## src/rtl/uart_rx_axis.sv

```systemverilog
// ----------------------------------------------------------------------------
// uart_rx_axis
//
// UART receiver feeding an AXI-Stream master. The asynchronous serial line is
// brought into the clk domain through a two-flop synchronizer. A four-state
// FSM then locates the middle of the start bit and samples each data bit and
// the stop bit at bit-period intervals. Each good byte goes into a small
// FIFO, and the FIFO head is presented as an AXI-Stream beat.
//
// Ports
//   clk          in   system clock, rising edge
//   rst_n        in   asynchronous active-low reset
//   uart_rx      in   serial line, idle high, asynchronous to clk
//   m_axis_data  out  received byte (LSB = first bit on the wire)
//   m_axis_valid out  FIFO head holds a byte
//   m_axis_ready in   consumer accepts the beat
//   frame_err    out  1-cycle pulse: stop bit sampled low, byte discarded
//   overrun      out  1-cycle pulse: good byte dropped, FIFO full
// ----------------------------------------------------------------------------
module uart_rx_axis #(
    parameter int DATA_BITS    = 8,
    parameter int CLKS_PER_BIT = 87,
    parameter int FIFO_DEPTH   = 4
) (
    input  logic                 clk,
    input  logic                 rst_n,
    input  logic                 uart_rx,
    output logic [DATA_BITS-1:0] m_axis_data,
    output logic                 m_axis_valid,
    input  logic                 m_axis_ready,
    output logic                 frame_err,
    output logic                 overrun
);

    localparam int CNT_W = $clog2(CLKS_PER_BIT);
    localparam int IDX_W = (DATA_BITS > 1) ? $clog2(DATA_BITS) : 1;
    localparam int AW    = $clog2(FIFO_DEPTH);
    localparam int PTR_W = AW + 1;

    // Half a bit period: the start bit is checked near its middle. From then
    // on, sampling every full period lands near the middle of each later bit.
    localparam logic [CNT_W-1:0] HALF     = CNT_W'((CLKS_PER_BIT - 1) / 2);
    localparam logic [CNT_W-1:0] LAST     = CNT_W'(CLKS_PER_BIT - 1);
    localparam logic [IDX_W-1:0] LAST_IDX = IDX_W'(DATA_BITS - 1);

    typedef enum logic [1:0] {
        IDLE  = 2'd0,
        START = 2'd1,
        DATA  = 2'd2,
        STOP  = 2'd3
    } state_t;

    // ------------------------------------------------------------------
    // State
    // ------------------------------------------------------------------
    logic                 rx_meta_q;
    logic                 rx_s_q;

    state_t               state_q,  state_d;
    logic [CNT_W-1:0]     cnt_q,    cnt_d;
    logic [IDX_W-1:0]     idx_q,    idx_d;
    logic [DATA_BITS-1:0] shift_q,  shift_d;

    logic [PTR_W-1:0]     wr_ptr_q, wr_ptr_d;
    logic [PTR_W-1:0]     rd_ptr_q, rd_ptr_d;
    logic [DATA_BITS-1:0] mem_q [FIFO_DEPTH];
    logic [DATA_BITS-1:0] mem_d [FIFO_DEPTH];

    logic                 frame_err_q, frame_err_d;
    logic                 overrun_q,   overrun_d;

    // Internal strobes from the FSM to the FIFO logic.
    logic                 push_req;
    logic                 frame_bad;

    logic                 fifo_empty;
    logic                 fifo_full;
    logic                 pop;
    logic                 push;

    // ------------------------------------------------------------------
    // Input synchronizer. It resets to the idle-high line level, so a reset
    // release never looks like a start bit.
    // ------------------------------------------------------------------
    always_ff @(posedge clk or negedge rst_n) begin
        if (!rst_n) begin
            rx_meta_q <= 1'b1;
            rx_s_q    <= 1'b1;
        end else begin
            rx_meta_q <= uart_rx;
            rx_s_q    <= rx_meta_q;
        end
    end

    // ------------------------------------------------------------------
    // Receive FSM: next-state and datapath
    // ------------------------------------------------------------------
    always_comb begin
        state_d   = state_q;
        cnt_d     = cnt_q;
        idx_d     = idx_q;
        shift_d   = shift_q;
        push_req  = 1'b0;
        frame_bad = 1'b0;

        case (state_q)
            IDLE: begin
                if (!rx_s_q) begin
                    state_d = START;
                    cnt_d   = '0;
                end
            end

            START: begin
                if (cnt_q == HALF) begin
                    cnt_d = '0;
                    if (!rx_s_q) begin
                        state_d = DATA;
                        idx_d   = '0;
                    end else begin
                        // Line went high again before mid start bit:
                        // treat it as noise and wait for a real edge.
                        state_d = IDLE;
                    end
                end else begin
                    cnt_d = cnt_q + CNT_W'(1);
                end
            end

            DATA: begin
                if (cnt_q == LAST) begin
                    cnt_d   = '0;
                    // LSB-first on the wire: shift in from the top, so the
                    // first bit ends up at bit 0.
                    shift_d = {rx_s_q, shift_q[DATA_BITS-1:1]};
                    if (idx_q == LAST_IDX) begin
                        state_d = STOP;
                        idx_d   = '0;
                    end else begin
                        idx_d = idx_q + IDX_W'(1);
                    end
                end else begin
                    cnt_d = cnt_q + CNT_W'(1);
                end
            end

            STOP: begin
                if (cnt_q == LAST) begin
                    // Return to IDLE at mid stop bit. A start bit that
                    // follows with no gap is still caught.
                    cnt_d   = '0;
                    state_d = IDLE;
                    if (rx_s_q) begin
                        push_req = 1'b1;
                    end else begin
                        frame_bad = 1'b1;
                    end
                end else begin
                    cnt_d = cnt_q + CNT_W'(1);
                end
            end

            default: begin
                state_d = IDLE;
                cnt_d   = '0;
                idx_d   = '0;
            end
        endcase
    end

    always_ff @(posedge clk or negedge rst_n) begin
        if (!rst_n) begin
            state_q <= IDLE;
            cnt_q   <= '0;
            idx_q   <= '0;
            shift_q <= '0;
        end else begin
            state_q <= state_d;
            cnt_q   <= cnt_d;
            idx_q   <= idx_d;
            shift_q <= shift_d;
        end
    end

    // ------------------------------------------------------------------
    // Byte FIFO. Each pointer has one extra wrap bit. Equal pointers mean
    // empty. Pointers that differ only in the wrap bit mean full.
    // ------------------------------------------------------------------
    always_comb begin
        fifo_empty = (wr_ptr_q == rd_ptr_q);
        fifo_full  = (wr_ptr_q[AW] != rd_ptr_q[AW]) &&
                     (wr_ptr_q[AW-1:0] == rd_ptr_q[AW-1:0]);

        pop  = !fifo_empty && m_axis_ready;
        // A pop in the same cycle frees the head slot. A full FIFO can
        // therefore still take the new byte.
        push = push_req && (!fifo_full || pop);

        wr_ptr_d = wr_ptr_q + PTR_W'(push);
        rd_ptr_d = rd_ptr_q + PTR_W'(pop);

        mem_d = mem_q;
        if (push) begin
            mem_d[wr_ptr_q[AW-1:0]] = shift_q;
        end

        frame_err_d = frame_bad;
        overrun_d   = push_req && fifo_full && !pop;
    end

    always_ff @(posedge clk or negedge rst_n) begin
        if (!rst_n) begin
            wr_ptr_q    <= '0;
            rd_ptr_q    <= '0;
            frame_err_q <= 1'b0;
            overrun_q   <= 1'b0;
            for (int i = 0; i < FIFO_DEPTH; i++) begin
                mem_q[i] <= '0;
            end
        end else begin
            wr_ptr_q    <= wr_ptr_d;
            rd_ptr_q    <= rd_ptr_d;
            frame_err_q <= frame_err_d;
            overrun_q   <= overrun_d;
            mem_q       <= mem_d;
        end
    end

    // ------------------------------------------------------------------
    // Stream port. All outputs come straight from flops. Valid does not
    // depend on ready.
    // ------------------------------------------------------------------
    assign m_axis_valid = !fifo_empty;
    assign m_axis_data  = mem_q[rd_ptr_q[AW-1:0]];
    assign frame_err    = frame_err_q;
    assign overrun      = overrun_q;

endmodule

```

## config.mk

```make
export PLATFORM = sky130hd
export DESIGN_NAME = uart_rx_axis
export DESIGN_NICKNAME = d
export VERILOG_FILES = /design/src/rtl/uart_rx_axis.sv
export SDC_FILE = /design/constraint.sdc
export NUM_CORES = 1
export LEC_CHECK = 0
export BUFFER_PORTS_ARGS = -buffer_cell sky130_fd_sc_hd__buf_4
export CORE_MARGIN = 5
export CORE_UTILIZATION = 45
export CTS_CLUSTER_DIAMETER = 150
export CTS_CLUSTER_SIZE = 8
export DETAILED_ROUTE_END_ITERATION = 7
export HOLD_SLACK_MARGIN = 0.15
export PLACE_DENSITY = 0.62
export SLEW_MARGIN = 20
export SYNTH_ARGS = -nofsm -noshare
export SYNTH_HDL_FRONTEND = slang
export SYNTH_SLANG_ARGS = --single-unit
```

## constraint.sdc

```tcl
create_clock -name clk -period 5.6 [get_ports clk]
set_input_delay 1.12 -clock clk [delete_from_list [all_inputs] [get_ports clk]]
set_output_delay 1.12 -clock clk [all_outputs]
set_load 0.05 [all_outputs]
```

# --- Yosys cells after proc, flatten, opt, wreduce, memory -nomap -nowiden ---
# Index checks and enable logic that the tools add are counted.
# W data, S select, Z words.
word_totals:
  register_bits: 62
  latch_bits: 0
  ramBits: 0
  romBits: 0
  memories: 0
op_classes:
  add_sub_neg: 4
  mul: 0
  div_mod_pow: 0
  n_lt_le_gt_ge: 3
  n_eq_ne: 15
  shifts: 0
  mux: 28
  bitwise_logic: 2
  n_reduce_logical: 16
ops:
  columns: ["cell", "count"]
  rows:
  - ["$bwmux W32", 1]
  - ["$mux W8", 3]
  - ["$mux W7", 3]
  - ["$pmux W7 S3", 1]
  - ["$bmux W8 S2", 1]
  - ["$demux W8 S2", 1]
  - ["$mux W2", 6]
  - ["$mux W3", 4]
  - ["$ne A2 B2 Y1 const B", 6]
  - ["$pmux W2 S4", 1]
  - ["$add A7 B1 Y7 const B", 1]
  - ["$eq A7 B6 Y1 const B", 1]
  - ["$eq A7 B7 Y1 const B", 1]
  - ["$add A3 B1 Y3", 2]
  - ["$ge A3 B3 Y1 const B", 2]
  - ["$logic_and A1 B1 Y1", 6]
  - ["$mux W1", 6]
  - ["$not A2 Y3", 2]
  - ["$pmux W3 S2", 1]
  - ["$reduce_and A5 Y1", 1]
  - ["$eq A2 B2 Y1 const B", 2]
  - ["$reduce_and A4 Y1", 1]
  - ["$add A3 B1 Y3 const B", 1]
  - ["$eq A3 B3 Y1", 1]
  - ["11 further kinds", 13]

# --- Logic depth before layout (Yosys ltp) ---
# Gate-level depths: netlist (run 1).
logic_depth:
  depth_word: 6
  mapped_depth: 8
  mapped_depth_nobuf: 8

# --- Worst setup path after synthesis (run 1) ---
# Ideal clock, no wire load.
synth_timing:
  kind: "input port to flip-flop"
  startpoint: "input m_axis_ready"
  endpoint: "register wr_ptr_q[2]"
  arrival_time_ps: 2289
  slack_ps: 3189
  cell_stages: 5
  path_cell_list: "nor4_4 nor2_1 ha_1 ha_1 xor2_1"
synth_between:
  elab_chain_cells: 4
synth_lines:
  columns: ["item", "line", "source"]
  rows:
  - ["start: declaration", "30", "input logic m_axis_ready,"]
  - ["$logic_and A1 B1 Y1", "194", "pop = !fifo_empty && m_axis_ready;"]
  - ["$logic_or A1 B1 Y1", "197", "push = push_req && (!fifo_full || pop);"]
  - ["$logic_and A1 B1 Y1", "197", null]
  - ["$add A3 B1 Y3", "199", "wr_ptr_d = wr_ptr_q + PTR_W'(push);"]
  - ["via wr_ptr_d[2]", "64", "logic [PTR_W-1:0] wr_ptr_q, wr_ptr_d;"]
  - ["end signal: assignment", "221", "wr_ptr_q <= wr_ptr_d;"]
  - ["end: declaration", "64", null]
# The timed path passes the listed nets, and every way through them passes these cells.
# A chain may end at the register's enable or synchronous reset.

# --- Worst setup path in the final report (run 1) ---
layout_timing:
  startpoint: "register rd_ptr_q[0]"
  endpoint: "output m_axis_data[0]"
layout_between:
  elab_chain_cells: 4
layout_lines:
  columns: ["item", "line", "source"]
  rows:
  - ["start: declaration", "65", "logic [PTR_W-1:0] rd_ptr_q, rd_ptr_d;"]
  - ["start signal: assignment", "222", "rd_ptr_q <= rd_ptr_d;"]
  - ["$not A2 Y3 (not written as such)", "234", "assign m_axis_data = mem_q[rd_ptr_q[AW-1:0]];"]
  - ["$bmux W8 S2", "234", null]
  - ["$mux W8 (not written as such) (2 in series)", "234", null]
  - ["end: declaration", "28", "output logic [DATA_BITS-1:0] m_axis_data,"]
# No other way between the ends. The select of a mux whose other input is x is not followed.

==> results.toml, run 1 <==
[synthesis]
synth.area.top_cells = "dfrtp_1, mux2_2, mux4_2"
yosysUniqueCellTypes = 36
synth_enable_flop_cells = 0
yosys.area.top_type = "dfrtp_1"
syn_inst = 203
yosysMostFrequentCell = "dfrtp_1"
syn_nets = 215
synth_ff_type = "dfrtp_1"
async_flop_share = 1.00
yosysTopAreaCellShare = 0.523
synth_common_cells = "dfrtp_1, mux2_2, nand2_1"
synth-seq-cells = 62
ys_seq_area_frac = 0.541
yosysWarnings = 0
syn_avg_cell_area_um2 = 14.1
syn_area_um2 = 2870

[cts]
cts_root_buffer = "clkbuf_8"
clockBufferDepth = 2
clk_latency_ps = 340
cts.sinks = 62
cts_tree = "yes"
cts_made_buffers = 9
cts_hold_buf = 0
clk_pin_slew_ps = 70
post_cts_buffers = 0
post_cts_resized = 0
h-tree-depth = 3

[floorplan]
core_area_um2 = 6280
dieArea_um2 = 8080
boundaryPins = 15
start_util = 0.457
fp.dieW_um = 89.9
fp.dieH_um = 89.9
num_rows = 29

[power_and_ir_drop]
p_switching_mw = 0.295
power_frac_seq = 0.505
leakage_nw = 1.53
ir_drop_v = 0.000234
combinationalPowerShare = 0.112
internal-power_mw = 0.725
powerDensity_nw_per_um2 = 315
pwr-share-clk = 0.383
netSwitchingFraction = 0.289

[timing]
setup_tns_ps = 0
setup_viol = 0
finalHoldViolCount = 0
clock_skew_ps = 11.9
setup_ws_ps = 2580
finalCritPeriodShare = 0.539
grt_setup_unrepaired = "false"
fmax_mhz = 331
slew_viol_final = 0
slew_headroom = 0.483
worst_slew_pin_slew_ps = 770
period_needed_ps = 3020
worst_hold_slack_ps = 362

[finish]
final_util = 0.515
layout-drive-gt1-share = 0.395
n_fill_cell = 531
layout.nets = 235
area_growth_pct = 12.6
diodes = 0

[placed_design]
pre_cts_ws_ps = 2890
io_buffers = 14
hpwl_mm = 3.20
place.gp.congestion = 0.754

[setup_path]
r2r_start = "cnt_q[0]"
endpoint_kind = "output port"
crit_arrival_ps = 1900
worstSetupPathType = "flip-flop to output port"
required_ps = 4480
startpoint_type = "flip-flop"
crit_fanout = 10
crit_start = "rd_ptr_q[0]"

[global_routing]
grt_usage = 0.140
grt_max_degree = 63
gr-total-overflow = 0
grt_pass1_vias = 1754
grt_pass1_wl_mm = 8.88
antenna_found_initial = 0

[outcome]
outcome = "complete, no violations"

[route]
drtIter0Drc = 78
wl_mm = 5.02
via_count = 1667
drc_errors = 0
routed_via_density = 5.47
wl_per_cell_um = 16.5
ant_nets = 0
first_pass_iters = 4

[hold_path]
hold_start = "rx_meta_q"
hp-class = "flip-flop to flip-flop"

[run]
maxCapViolations = 0
state kept, by name, summed over array words and instances, names as in the netlist, named ones only:
register / cells
state_q: 1
cnt_q: 7
rx_meta_q: 1
shift_q: 8
wr_ptr_q: 3
rd_ptr_q: 3
frame_err: 1
idx_q: 3
rx_s_q: 1
overrun: 1
mem_q: 32
power by group through the flow:
stage,registers [mW],clock network (mW),logic [mW]
global placement,0.525,0,0.114
global route,0.523,0.423,0.126
floorplan,0.487,0,0.130
detailed placement,0.528,0,0.116
finish,0.515,0.390,0.114
CTS,0.518,0.402,0.116
worst max-delay path, cell delays in order (launching register included):
cell     delay (ps)
dfrtp_1         760
mux4_2          590
buf_4           210
area by class of cell:
class	count	area (um2)	area share
clock buffers	9	124	0.0383
clock inverters	7	72.6	0.0224
inverters	5	18.8	0.00580
multi-input cells	131	1260	0.391
flip-flops and latches	62	1550	0.480
well taps	77	96.3	0.0298
repair buffers	14	105	0.0325
layout by cell type (no fill, tap or decap), drive strengths merged, types with 2 or more instances in the layout:
cell type,instances
o21ai,8
nand4,4
clkinv,3
nor2b,3
clkbuf,9
o22ai,4
clkinvlp,2
mux2,41
nor3,2
nor4,5
nor4b,4
ha,8
xor2,4
a21oi,2
buf,14
dfstp,2
nor2,7
and3,2
inv,6
dfrtp,60
and2,3
nand2,14
mux4,8
nand3,3
through the flow:
stage,instance area [um2],power (mW),instances
detailed placement,3040,0.644,289
global route,3230,1.07,305
CTS,3230,1.04,305
floorplan,2870,0.618,203
finish,3230,1.02,305
global placement,3040,0.639,289
kinds of logic (layout without fill, tap and decap cells):
group           count (synthesis)  after routing  share of synthesized area
compound gates                 18             18                     0.0370
mux                            49             49                      0.224
flops                          62             62                      0.541
xor+xnor                        5              5                     0.0205
fa+ha+maj                       8              8                     0.0349
buf+inv                        10             35                     0.0187
simple gates                   51             51                      0.124
path summary, 6_finish.rpt:
| check | endpoint | slack [ps] | depth (start not counted) |
|---|---|---|---|
| max | m_axis_data[0] | 2580 | 2 |
| min | rx_s_q | 360 | 0 |
| max reg2reg | mem_q[23] | 3140 | 6 |
| min reg2reg | rx_s_q | 360 | 0 |
| max in group asynchronous | mem_q[9] | 4240 | 1 |
| min in group asynchronous | overrun | 850 | 1 |
layer usage:
layer / wire length, um / track usage / part of all wire
met5: 0 / 0 / 0
met4: 98 / 0.0670 / 0.020
met3: 212 / 0.0492 / 0.042
met2: 2280 / 0.201 / 0.45
met1: 2440 / 0.189 / 0.48
Power figures use the tool's default switching activity.
==> inputs of run 2 (changes only) <==
clock period = 2.78 ns   (was 5.6 ns; I/O delays follow)
==> run 2 against run 1 <==
Critical path depth increased by 1. Combinational power increased to 2.7 times the previous value. Utilization increased by 0.82 points. Cell area increased by 1.6%. Register-to-register slack got worse by 2700 ps. Wire length increased by 5.0%. Clock power increased by 110%. Global-route usage increased by 0.27 points. Power increased by 110%. Critical endpoint is now m_axis_data[1]. Largest power group unchanged.
==> results.toml, run 2 (synthesized netlist as in run 1, its figures left out) <==
[outcome]
outcome = "complete, no violations"

[cts]
h-tree-depth = 3
cts.sinks = 62
clockBufferDepth = 2
clk_pin_slew_ps = 80
cts_root_buffer = "clkbuf_8"
clk_latency_ps = 350
post_cts_resized = 0
cts_made_buffers = 9
cts_hold_buf = 0
post_cts_buffers = 0
cts_tree = "yes"

[route]
routed_via_density = 5.63
first_pass_iters = 4
wl_per_cell_um = 17.0
via_count = 1752
drtIter0Drc = 88
wirelength_met1_mm = 2.63
wl_mm = 5.27
wl_met3_um = 217
ant_nets = 0
top_layer = "met4"
wl_met2_mm = 2.35
drc_errors = 0

[power_and_ir_drop]
power_frac_seq = 0.469
ir_drop_v = 0.000327
internal-power_mw = 1.49
pwr-share-clk = 0.384
p_switching_mw = 0.625
netSwitchingFraction = 0.296
powerDensity_nw_per_um2 = 644
combinationalPowerShare = 0.147
leakage_nw = 1.57

[finish]
regArea_um2 = 1550
final_cells = 311
reg.largest.list = "mem_q: 32 flops, shift_q: 8 flops, cnt_q: 7 flops"
layout.nets = 241
n_fill_cell = 552
regMostFlops = "mem_q"
final_common_cell = "dfrtp_1"
largest_reg_flops = 32
diodes = 0
layout_common_cells = "dfrtp_1, mux2_2, buf_4"
multiInputGateArea_um2 = 1260
layout-drive-gt1-share = 0.410
area_growth_pct = 14.4

[timing]
setup_tns_ps = 0
clock_skew_ps = 13.3
grt_setup_unrepaired = "false"
finalHoldViolCount = 0
setup_viol = 0
slew_viol_final = 0
worst_slew_pin_slew_ps = 787
slew_headroom = 0.476
finalCritPeriodShare = 0.873
period_needed_ps = 2430
fmax_mhz = 412

[global_routing]
grt_max_degree = 63
grt_pass1_vias = 1729
gr-total-overflow = 0
grt_usage = 0.143
antenna_found_initial = 0
grt_pass1_wl_mm = 9.18

[placed_design]
hpwl_mm = 3.48
io_buffers = 14
place.gp.congestion = 0.741
place_inst = 295

[floorplan]
start_util = 0.457
num_rows = 29
boundaryPins = 15
dieArea_um2 = 8080
core_area_um2 = 6280
fp.dieW_um = 89.9
fp.dieH_um = 89.9

[setup_path]
crit_fanout = 6
r2r_setup_slack_ps = 440
required_ps = 2220
reg2regPathDepth = 6
worstReg2RegEnd = "mem_q[21]"
startpoint_type = "flip-flop"
crit_arrival_ps = 1870
r2r_start = "cnt_q[0]"
worstSetupPathType = "flip-flop to output port"
endpoint_kind = "output port"

[hold_path]
hp-class = "input pin to async pin"

[run]
maxCapViolations = 0
## run 2: cell count changes in the layout (fill, tap and decap cells not counted), sizes merged
cell	before	now
buf	14	20
inv	6	8
clkinvlp	2	0
## run 2: how the worst max path moves through the flow
stage               depth (start not counted)         from              to  slack, ps
floorplan                                   6     cnt_q[0]       mem_q[10]        720
global placement                            6     cnt_q[0]       mem_q[20]        510
detailed placement                          6     cnt_q[0]       mem_q[20]        430
CTS                                         3  rd_ptr_q[0]  m_axis_data[1]        300
global route                                3  rd_ptr_q[0]  m_axis_data[1]        230
finish                                      3  rd_ptr_q[0]  m_axis_data[1]        350
## run 2: critical path, cell delays in order, from the launching register on
cell and delay [ps]:
dfrtp_1 550, buf_4 260, mux4_2 520, buf_4 200
## run 2: layout make-up
type	count	area share
multi-input combinational	131	0.385
inverter	5	0.00571
tap	77	0.0293
timing repair buffer	20	0.0457
sequential	62	0.473
clock buffer	9	0.0377
clock inverter	7	0.0240
## run 2: per-layer routing
metal	track usage	vias to the layer above
met2	0.203	22
met1	0.201	914
met4	0.0484	0
li1	-	807
met5	0	-
met3	0.0543	9
## run 2: power groups by stage
| stage | Sequential, mW | Combinational (mW) | Clock (mW) |
|---|---|---|---|
| finish | 0.993 | 0.311 | 0.811 |
| global route | 1.00 | 0.351 | 0.881 |
| detailed placement | 1.01 | 0.313 | 0 |
| floorplan | 0.981 | 0.262 | 0 |
| CTS | 0.993 | 0.318 | 0.840 |
| global placement | 1.01 | 0.312 | 0 |
## run 2: metrics by stage
stage          hold WS [ps]  setup WS, ps  power, mW  utilization  cell area, um2
6_report                287           353       2.12        0.523            3290
5_1_grt                 285           228       2.23        0.523            3290
4_1_cts                 297           301       2.15        0.523            3290
3_5_place_dp            347           433       1.32        0.491            3080
3_3_place_gp            346           510       1.32        0.491            3080
2_1_floorplan           260           720       1.24            -            2870
